===== config.mk =====
export PLATFORM = sky130hd
export DESIGN_NAME = packet_src_arbiter
export DESIGN_NICKNAME = d
export VERILOG_FILES = /design/src/rtl/packet_src_arbiter.sv
export SDC_FILE = /design/constraint.sdc
export NUM_CORES = 1
export LEC_CHECK = 0
export ABC_AREA = 1
export BUFFER_PORTS_ARGS = -buffer_cell sky130_fd_sc_hd__clkbuf_2
export CAP_MARGIN = 0
export CORE_MARGIN = 4
export CORE_UTILIZATION = 30
export CTS_CLUSTER_SIZE = 30
export DETAILED_ROUTE_END_ITERATION = 6
export GPL_TIMING_DRIVEN = 0
export MAX_ROUTING_LAYER = met4
export PLACE_DENSITY_LB_ADDON = 0.2
export SLEW_MARGIN = 20
export SYNTH_ARGS = -nofsm -noshare
export SYNTH_HDL_FRONTEND = slang
export SYNTH_SLANG_ARGS = --single-unit

===== constraint.sdc =====
create_clock -name clk -period 4.4 [get_ports clk]
set_clock_uncertainty 0.05 [all_clocks]
set_input_delay 0.22 -clock clk [delete_from_list [all_inputs] [get_ports clk]]
set_output_delay 0.22 -clock clk [all_outputs]
set_load 0.02 [all_outputs]

===== src/rtl/packet_src_arbiter.sv =====
// Round-robin scheduler sharing one 3-byte packet parser among NUM_SRC byte-stream sources.
// Collects a whole packet from the granted source, replays it back-to-back, then tags the done cycle.
module packet_src_arbiter #(
  parameter  int unsigned NUM_SRC  = 4,
  parameter  int unsigned SYNC_BIT = 3,
  parameter  int unsigned TIMEOUT  = 16,
  parameter  int unsigned CNT_W    = 8,
  localparam int unsigned ID_W     = (NUM_SRC > 1) ? $clog2(NUM_SRC) : 1
) (
  input  logic                   clk,
  input  logic                   reset,
  input  logic [NUM_SRC-1:0]     src_valid,
  input  logic [8*NUM_SRC-1:0]   src_data,
  output logic [NUM_SRC-1:0]     src_ready,
  output logic [7:0]             par_in,
  output logic [ID_W-1:0]        pkt_src,
  output logic                   pkt_src_valid,
  output logic                   busy,
  output logic [CNT_W-1:0]       drop_cnt
);

  localparam int unsigned TMO_W = (TIMEOUT > 2) ? $clog2(TIMEOUT) : 1;

  typedef enum logic [2:0] {
    S_IDLE,
    S_COLLECT,
    S_BURST0,
    S_BURST1,
    S_BURST2,
    S_DONE
  } state_e;

  state_e               state_q, state_d;
  logic [ID_W-1:0]      grant_q, grant_d;
  logic [ID_W-1:0]      ptr_q, ptr_d;
  logic [1:0]           idx_q, idx_d;
  logic [TMO_W-1:0]     tmo_q, tmo_d;
  logic [2:0][7:0]      pbuf_q, pbuf_d;
  logic [CNT_W-1:0]     drop_q, drop_d;

  logic                 drop_inc;
  logic                 any_req;
  logic [ID_W-1:0]      pick;
  logic [ID_W-1:0]      pick_next;
  int unsigned          cand;
  logic [7:0]           cur_byte;
  logic                 xfer;

  // Scan offsets from the highest down so the nearest valid source at or after ptr wins.
  always_comb begin
    pick    = ptr_q;
    any_req = 1'b0;
    cand    = 0;
    for (int unsigned k = 0; k < NUM_SRC; k++) begin
      cand = 32'(ptr_q) + (NUM_SRC - 1 - k);
      if (cand >= NUM_SRC) cand = cand - NUM_SRC;
      if (src_valid[cand[ID_W-1:0]]) begin
        pick    = ID_W'(cand);
        any_req = 1'b1;
      end
    end
  end

  assign pick_next = (pick == ID_W'(NUM_SRC - 1)) ? '0 : pick + 1'b1;

  always_comb begin
    cur_byte = '0;
    for (int unsigned k = 0; k < NUM_SRC; k++) begin
      if (grant_q == ID_W'(k)) cur_byte = src_data[8*k +: 8];
    end
  end

  assign xfer = |(src_valid & src_ready);

  always_comb begin
    state_d  = state_q;
    grant_d  = grant_q;
    ptr_d    = ptr_q;
    idx_d    = idx_q;
    tmo_d    = tmo_q;
    pbuf_d   = pbuf_q;
    drop_inc = 1'b0;
    unique case (state_q)
      S_IDLE: begin
        if (any_req) begin
          grant_d = pick;
          ptr_d   = pick_next;
          idx_d   = '0;
          tmo_d   = '0;
          state_d = S_COLLECT;
        end
      end
      S_COLLECT: begin
        if (xfer) begin
          tmo_d = '0;
          if ((idx_q == 2'd0) && !cur_byte[SYNC_BIT]) begin
            drop_inc = 1'b1;
            state_d  = S_IDLE;
          end else begin
            pbuf_d[idx_q] = cur_byte;
            idx_d         = idx_q + 2'd1;
            if (idx_q == 2'd2) state_d = S_BURST0;
          end
        end else if (tmo_q == TMO_W'(TIMEOUT - 1)) begin
          drop_inc = 1'b1;
          state_d  = S_IDLE;
        end else begin
          tmo_d = tmo_q + 1'b1;
        end
      end
      S_BURST0: state_d = S_BURST1;
      S_BURST1: state_d = S_BURST2;
      S_BURST2: state_d = S_DONE;
      S_DONE:   state_d = S_IDLE;
      default:  state_d = S_IDLE;
    endcase
  end

  assign drop_d = (drop_inc && !(&drop_q)) ? drop_q + 1'b1 : drop_q;

  // Every output is a pure decode of registered state, so reset clears them immediately.
  always_comb begin
    src_ready     = '0;
    par_in        = 8'h00;
    pkt_src       = '0;
    pkt_src_valid = 1'b0;
    unique case (state_q)
      S_COLLECT: src_ready = NUM_SRC'(1) << grant_q;
      S_BURST0:  par_in    = pbuf_q[0];
      S_BURST1:  par_in    = pbuf_q[1];
      S_BURST2:  par_in    = pbuf_q[2];
      S_DONE: begin
        pkt_src       = grant_q;
        pkt_src_valid = 1'b1;
      end
      default: ;
    endcase
  end

  assign busy     = (state_q != S_IDLE);
  assign drop_cnt = drop_q;

  always_ff @(posedge clk or negedge reset) begin
    if (!reset) begin
      state_q <= S_IDLE;
      grant_q <= '0;
      ptr_q   <= '0;
      idx_q   <= '0;
      tmo_q   <= '0;
      pbuf_q  <= '0;
      drop_q  <= '0;
    end else begin
      state_q <= state_d;
      grant_q <= grant_d;
      ptr_q   <= ptr_d;
      idx_q   <= idx_d;
      tmo_q   <= tmo_d;
      pbuf_q  <= pbuf_d;
      drop_q  <= drop_d;
    end
  end

endmodule

## After elaboration in Yosys (flattened, before gate mapping)

Index checks and enable logic that the tools add are counted.

- Bits in registers: 45
- Word-level logic and storage cells: 117

- $add $sub $neg: 11
- Order comparisons: 10
- Eq/ne operators: 17
- Shifts and indexed selects: 1
- Multiplexer cells: 50
- Bitwise logic cells: 2
- Reduce and logical (&&, ||, !) cells: 17

Operator list:

| operator | number |
|---|---|
| 8-bit 2-to-1 mux | 5 |
| 2-bit 2-to-1 mux | 13 |
| 24-bit bitwise mux | 1 |
| 8-bit one-hot mux with 3 select lines | 1 |
| 8-bit demux with 2-bit select | 1 |
| 4-bit 2-to-1 mux | 4 |
| 2-bit by 3-bit less-than comparator with 1-bit output, second input constant | 5 |
| 3-bit 2-to-1 mux | 5 |
| 3-bit one-hot mux with 5 select lines | 1 |
| 1-bit 2-to-1 mux | 13 |
| 3-bit >= comparator, second input constant | 3 |
| 3-bit AND reduction | 3 |
| 8-bit by 1-bit adder with 8-bit output, second input constant | 1 |
| 1-bit binary-select mux with 2-bit select | 4 |
| 2-bit equality test, second input constant | 4 |
| 4-bit one-hot mux with 2 select lines | 1 |
| 8-bit AND reduction | 1 |
| 2-bit by 1-bit subtractor with 2-bit output, second input constant | 4 |
| 2-bit by 2-bit adder with 3-bit output, second input constant | 2 |
| 3-bit by 2-bit equality test with 1-bit output, second input constant | 2 |
| 3-bit equality test, second input constant | 2 |
| 2-bit inequality test, second input constant | 3 |
| 3-bit inequality test, second input constant | 2 |
| 2-bit by 1-bit adder with 2-bit output, second input constant | 2 |
| other kinds (21) | 25 |

## Depth between registers and ports, before layout

- Word-level depth: 11
- Depth in mapped cells: 13
- Mapped depth without buffers: 12

## Worst setup path after synthesis

No wires, ideal clock.

- Kind: reg2out
- Start: register state_q[2]
- End: output port pkt_src[0]
- Arrival time: 1.468 ns
- Required time: 4.130 ns
- Slack: 2.662 ns
- Cell stages (with the launch flop): 5
- Path buffers: 0
- Path through: dfrtp_1 -> inv_1 -> nor3_1 -> inv_1 -> nor2_1

- Word-level cells in the longest chain between the ends: 2

RTL lines:

| element | line | text |
|---|---|---|
| start: declaration | 33 | `state_e state_q, state_d;` |
| start signal: assignment | 153 | `state_q <= state_d;` |
| 3-bit equality test | 127 | `unique case (state_q)` |
| 2-bit 2-to-1 mux | 127 |  |
| end: declaration | 16 | `output logic [ID_W-1:0] pkt_src,` |

No other way between the ends.

## Worst setup path after layout

- Start: register state_q[1]
- End: output port par_in[2]

- Word-level cells in the longest chain between the ends: 2
- Elaborated cells on any way between the ends: 4
- Those cells by class: eq/ne (3); mux (1)

RTL lines:

| element | line | text |
|---|---|---|
| 3-bit equality test / 3-bit by 2-bit equality test with 1-bit output (equally long branches) | 127 |  |
| 8-bit one-hot mux with 3 select lines * | 127 |  |
| end: declaration | 15 | `output logic [7:0] par_in,` |

Mark *: on every way between the ends. The rest lies on a longest branch, timed or not.

==> summary.md <==
| Metric | Value |
|---|---|
| Ant. Diodes | `0` |
| WHS Endpoint | `pbuf_q[7]$_DFFE_PN0P_` |
| Reg2Reg Depth | `11` |
| Vias in the first global route | `2,516` |
| Global-route wire length before repair | `11,810 µm` |
| Worst slew pin tran | `0.6584 ns` |
| Pre-CTS setup slack | `2.308 ns` |
| Syn_nets | `422` |
| RR Endpoint | `pbuf_q[6]$_DFFE_PN0P_` |
| Largest net degree at the start of global routing | `46` |
| Tot GR Track Use | `0.1338` |
| Final worst-path cycle share | `0.4726` |
| Ys async rst share | `1.000` |
| Crit path required time | `4.13 ns` |
| CP max stage delay | `0.51 ns` |
| Max Cap Violations | `0` |
| R2R setup slack | `2.35 ns` |
| CP max-delay cell | `nor3_2` |
| Post-DP HPWL | `5280 µm` |
| DRT Pass-1 Iters | `4` |
| Final hold vios | `0` |
| Root buf cell | `clkbuf_8` |
| Setup TNS Final | `0 ns` |
| I/O Buffers | `61` |
| Worst VDD drop | `192.7 µV` |
| Cell chain of the critical path | `inv_1 > nor3_2 > nand2_1 > o221ai_1 > clkbuf_2` |
| Die Ht | `104.4 µm` |
| WHS Path Cells | `5` |
| Post-synth top area share | `0.4041` |
| EDFF count, synth | `0` |
| Pwr dens | `653.2 nW/µm²` |
| Top FF cell, synth | `dfrtp_1` |
| CTS Buf Count | `5` |
| Starting Density | `0.3134` |
| GR Overflow Total | `0` |
| Worst reg2reg startpoint | `grant_q[0]$_DFFE_PN0P_` |
| Nets | `491` |
| Distinct cell type count after synthesis | `32` |
| Setup violations, final | `0` |
| Htree depth | `2` |
| Antenna-violating nets left | `0` |
| RSZ-0062 raised after global routing | `false` |
| Top-count cell post-synth | `nand2_1` |
| Synth Warn # | `0` |
| Post-synth top area cell | `dfrtp_1` |
| Number of post-CTS setup repair buffers | `0` |
| Skew-Pair Late Insertion Delay | `0.29 ns` |
| Area Overhead vs Synth | `20.07%` |
| Clock tree buffer depth | `2` |
| Die area | `10,890 µm²` |
| Placeable Area | `8891 µm²` |
| Minimum clock period | `2.080 ns` |
| Final setup margin | `2.320 ns` |
| Boundary Pins | `62` |
| Number of register bits inferred by synthesis | `45` |
| Pleak | `1.827 nW` |
| CTS tree | `built` |
| Initial antenna violation count | `0` |
| Syn_area_per_cell | `7.352 µm²` |
| Placed cell areas | `3234 µm²` |
| DRT Wirelength | `6919 µm` |
| Worst-path maximum fanout | `9` |
| DIE WIDTH | `104.4 µm` |
| Critical path startpoint | `state_q[1]$_DFFE_PN0P_` |
| Cell area after layout | `3346 µm²` |
| Routability cong. | `0.7903` |
| FP Rows | `34` |
| CP Launch Type | `flop` |
| Mapped Cells | `379` |
| Hold Path Class | `in -> reg` |
| CP Data Arrival Time | `1.81 ns` |
| Routed vias/inst | `4.652` |
| Outcome | `complete, no violations` |
| Clk slew on worst S/H paths | `0.08 ns` |
| Remaining DRCs | `0` |
| Starting DRT DRC Count | `98` |
| Critical path endpoint category | `output port` |
| HP Start | `src_data[23]` |
| Layout cells sized above 1 | `0.2272` |
| Worst relative slew slack | `0.5586` |
| Slew Viols, Final | `0` |
| Synth area leaders | `dfrtp_1, nand2_1, nand3_1, inv_1, o221ai_1` |
| CTS sink count | `45` |
| Commonest cells post-synth | `nand2_1, dfrtp_1, inv_1, nand3_1, nor2_1` |
| Routed vias | `2,591` |
| Post-CTS resize count | `0` |
| Max Fclk | `0.4809 GHz` |
| Share of the yosys chip area belonging to registers | `0.4041` |
| Crit Path Class | `reg -> out` |
| Synthesized area | `2786 µm²` |
| WL/cell | `12.42 µm` |
[where the power goes]
| part | switching [mW] | internal [mW] |
|---|---|---|
| registers | 0.0893 | 0.582 |
| clock network | 0.136 | 0.142 |
| logic | 0.839 | 0.398 |
| total | 1.06 | 1.12 |
[worst max-delay path by stage]
stage                                        to  slack, ns  depth (start not counted)
after global routing      pbuf_q[0]$_DFFE_PN0P_       2.15                         11
final                                 par_in[2]       2.32                          5
after detailed placement  pbuf_q[6]$_DFFE_PN0P_       2.31                         11
after CTS                             par_in[2]       2.28                          5
after floorplan                      pkt_src[0]       2.66                          4
after global placement                par_in[2]       2.17                          5
[cell usage in the layout (no fill, tap or decap), types with 2 or more instances in the layout]
| cell type | synthesis | layout |
|---|---|---|
| buf_6 | 3 | 3 |
| ha_1 | 5 | 5 |
| inv_1 | 37 | 37 |
| nor2_2 | 2 | 2 |
| dfrtp_1 | 45 | 45 |
| xnor2_1 | 2 | 2 |
| o21ai_1 | 5 | 5 |
| nor2_8 | 3 | 3 |
| o21ai_2 | 4 | 4 |
| nand2_1 | 162 | 162 |
| nand3_1 | 29 | 29 |
| nand4_1 | 9 | 9 |
| clkbuf_8 | 0 | 7 |
| xor2_1 | 5 | 5 |
| nand2_2 | 4 | 4 |
| nand3b_1 | 3 | 3 |
| nor3_1 | 9 | 8 |
| o21ai_0 | 11 | 11 |
| o221ai_1 | 8 | 8 |
| clkbuf_2 | 0 | 60 |
| nor2_4 | 4 | 4 |
| nor2_1 | 13 | 13 |
| inv_2 | 5 | 5 |
[kinds of logic (layout without fill, tap and decap cells)]
kind of cell	Yosys count	in the layout	synth area share
compound gates	31	31	0.07454
simple gates	242	242	0.3983
fa+ha+maj	5	5	0.02245
buf+inv	49	119	0.07858
flops	45	45	0.4041
xor+xnor	7	7	0.02200
[state kept, by name, indices dropped and copies added, names as in the netlist]
register  flops
drop_cnt      8
ptr_q         2
tmo_q         4
pbuf_q       24
idx_q         2
state_q       3
grant_q       2
[per-stage QoR]
step / std cells / utilization / hold slack (ns) / total power, mW
global route: 557 / 0.3763 / 0.2990 / 2.415
detailed placement: 548 / 0.3638 / 0.2605 / 1.934
global placement: 548 / 0.3629 / 0.4022 / 1.913
floorplan: 379 / - / -0.1256 / 1.614
finish: 557 / 0.3763 / 0.2655 / 2.185
CTS: 557 / 0.3763 / 0.2665 / 2.219
[routing by layer]
| layer | part of all wire | global-route usage | up-vias |
|---|---|---|---|
| li1 | - | - | 1349 |
| met1 | 0.44 | 0.1574 | 1204 |
| met2 | 0.53 | 0.2399 | 33 |
| met3 | 0.027 | 0.02359 | 5 |
| met4 | 0.0084 | 0.02564 | 0 |
| met5 | 0 | - | - |
[cell type report]
class,instances,area [µm²]
plain buffers,5,46.29
clock buffers,7,96.34
clock inverters,1,5.005
fillers,976,5545
inverters,44,172.7
multi-input cells,285,1446
flip-flops and latches,45,1126
well taps,108,135.1
repair buffers,62,317.8
[worst max-delay path, delay by kind of cell, from the launching register on]
family	cells	cell delay, ns
AOI/OAI and AO/OA	1	0.11
buffers and inverters	2	0.30
DFF	1	0.45
and+or+nand+nor	2	0.66
[timing repair]
action                                  CTS  global route
hold buffers                              1             0
endpoints found under the hold margin    45             0
endpoints found under the setup margin    0             0
(Power assumes the default switching activity.)
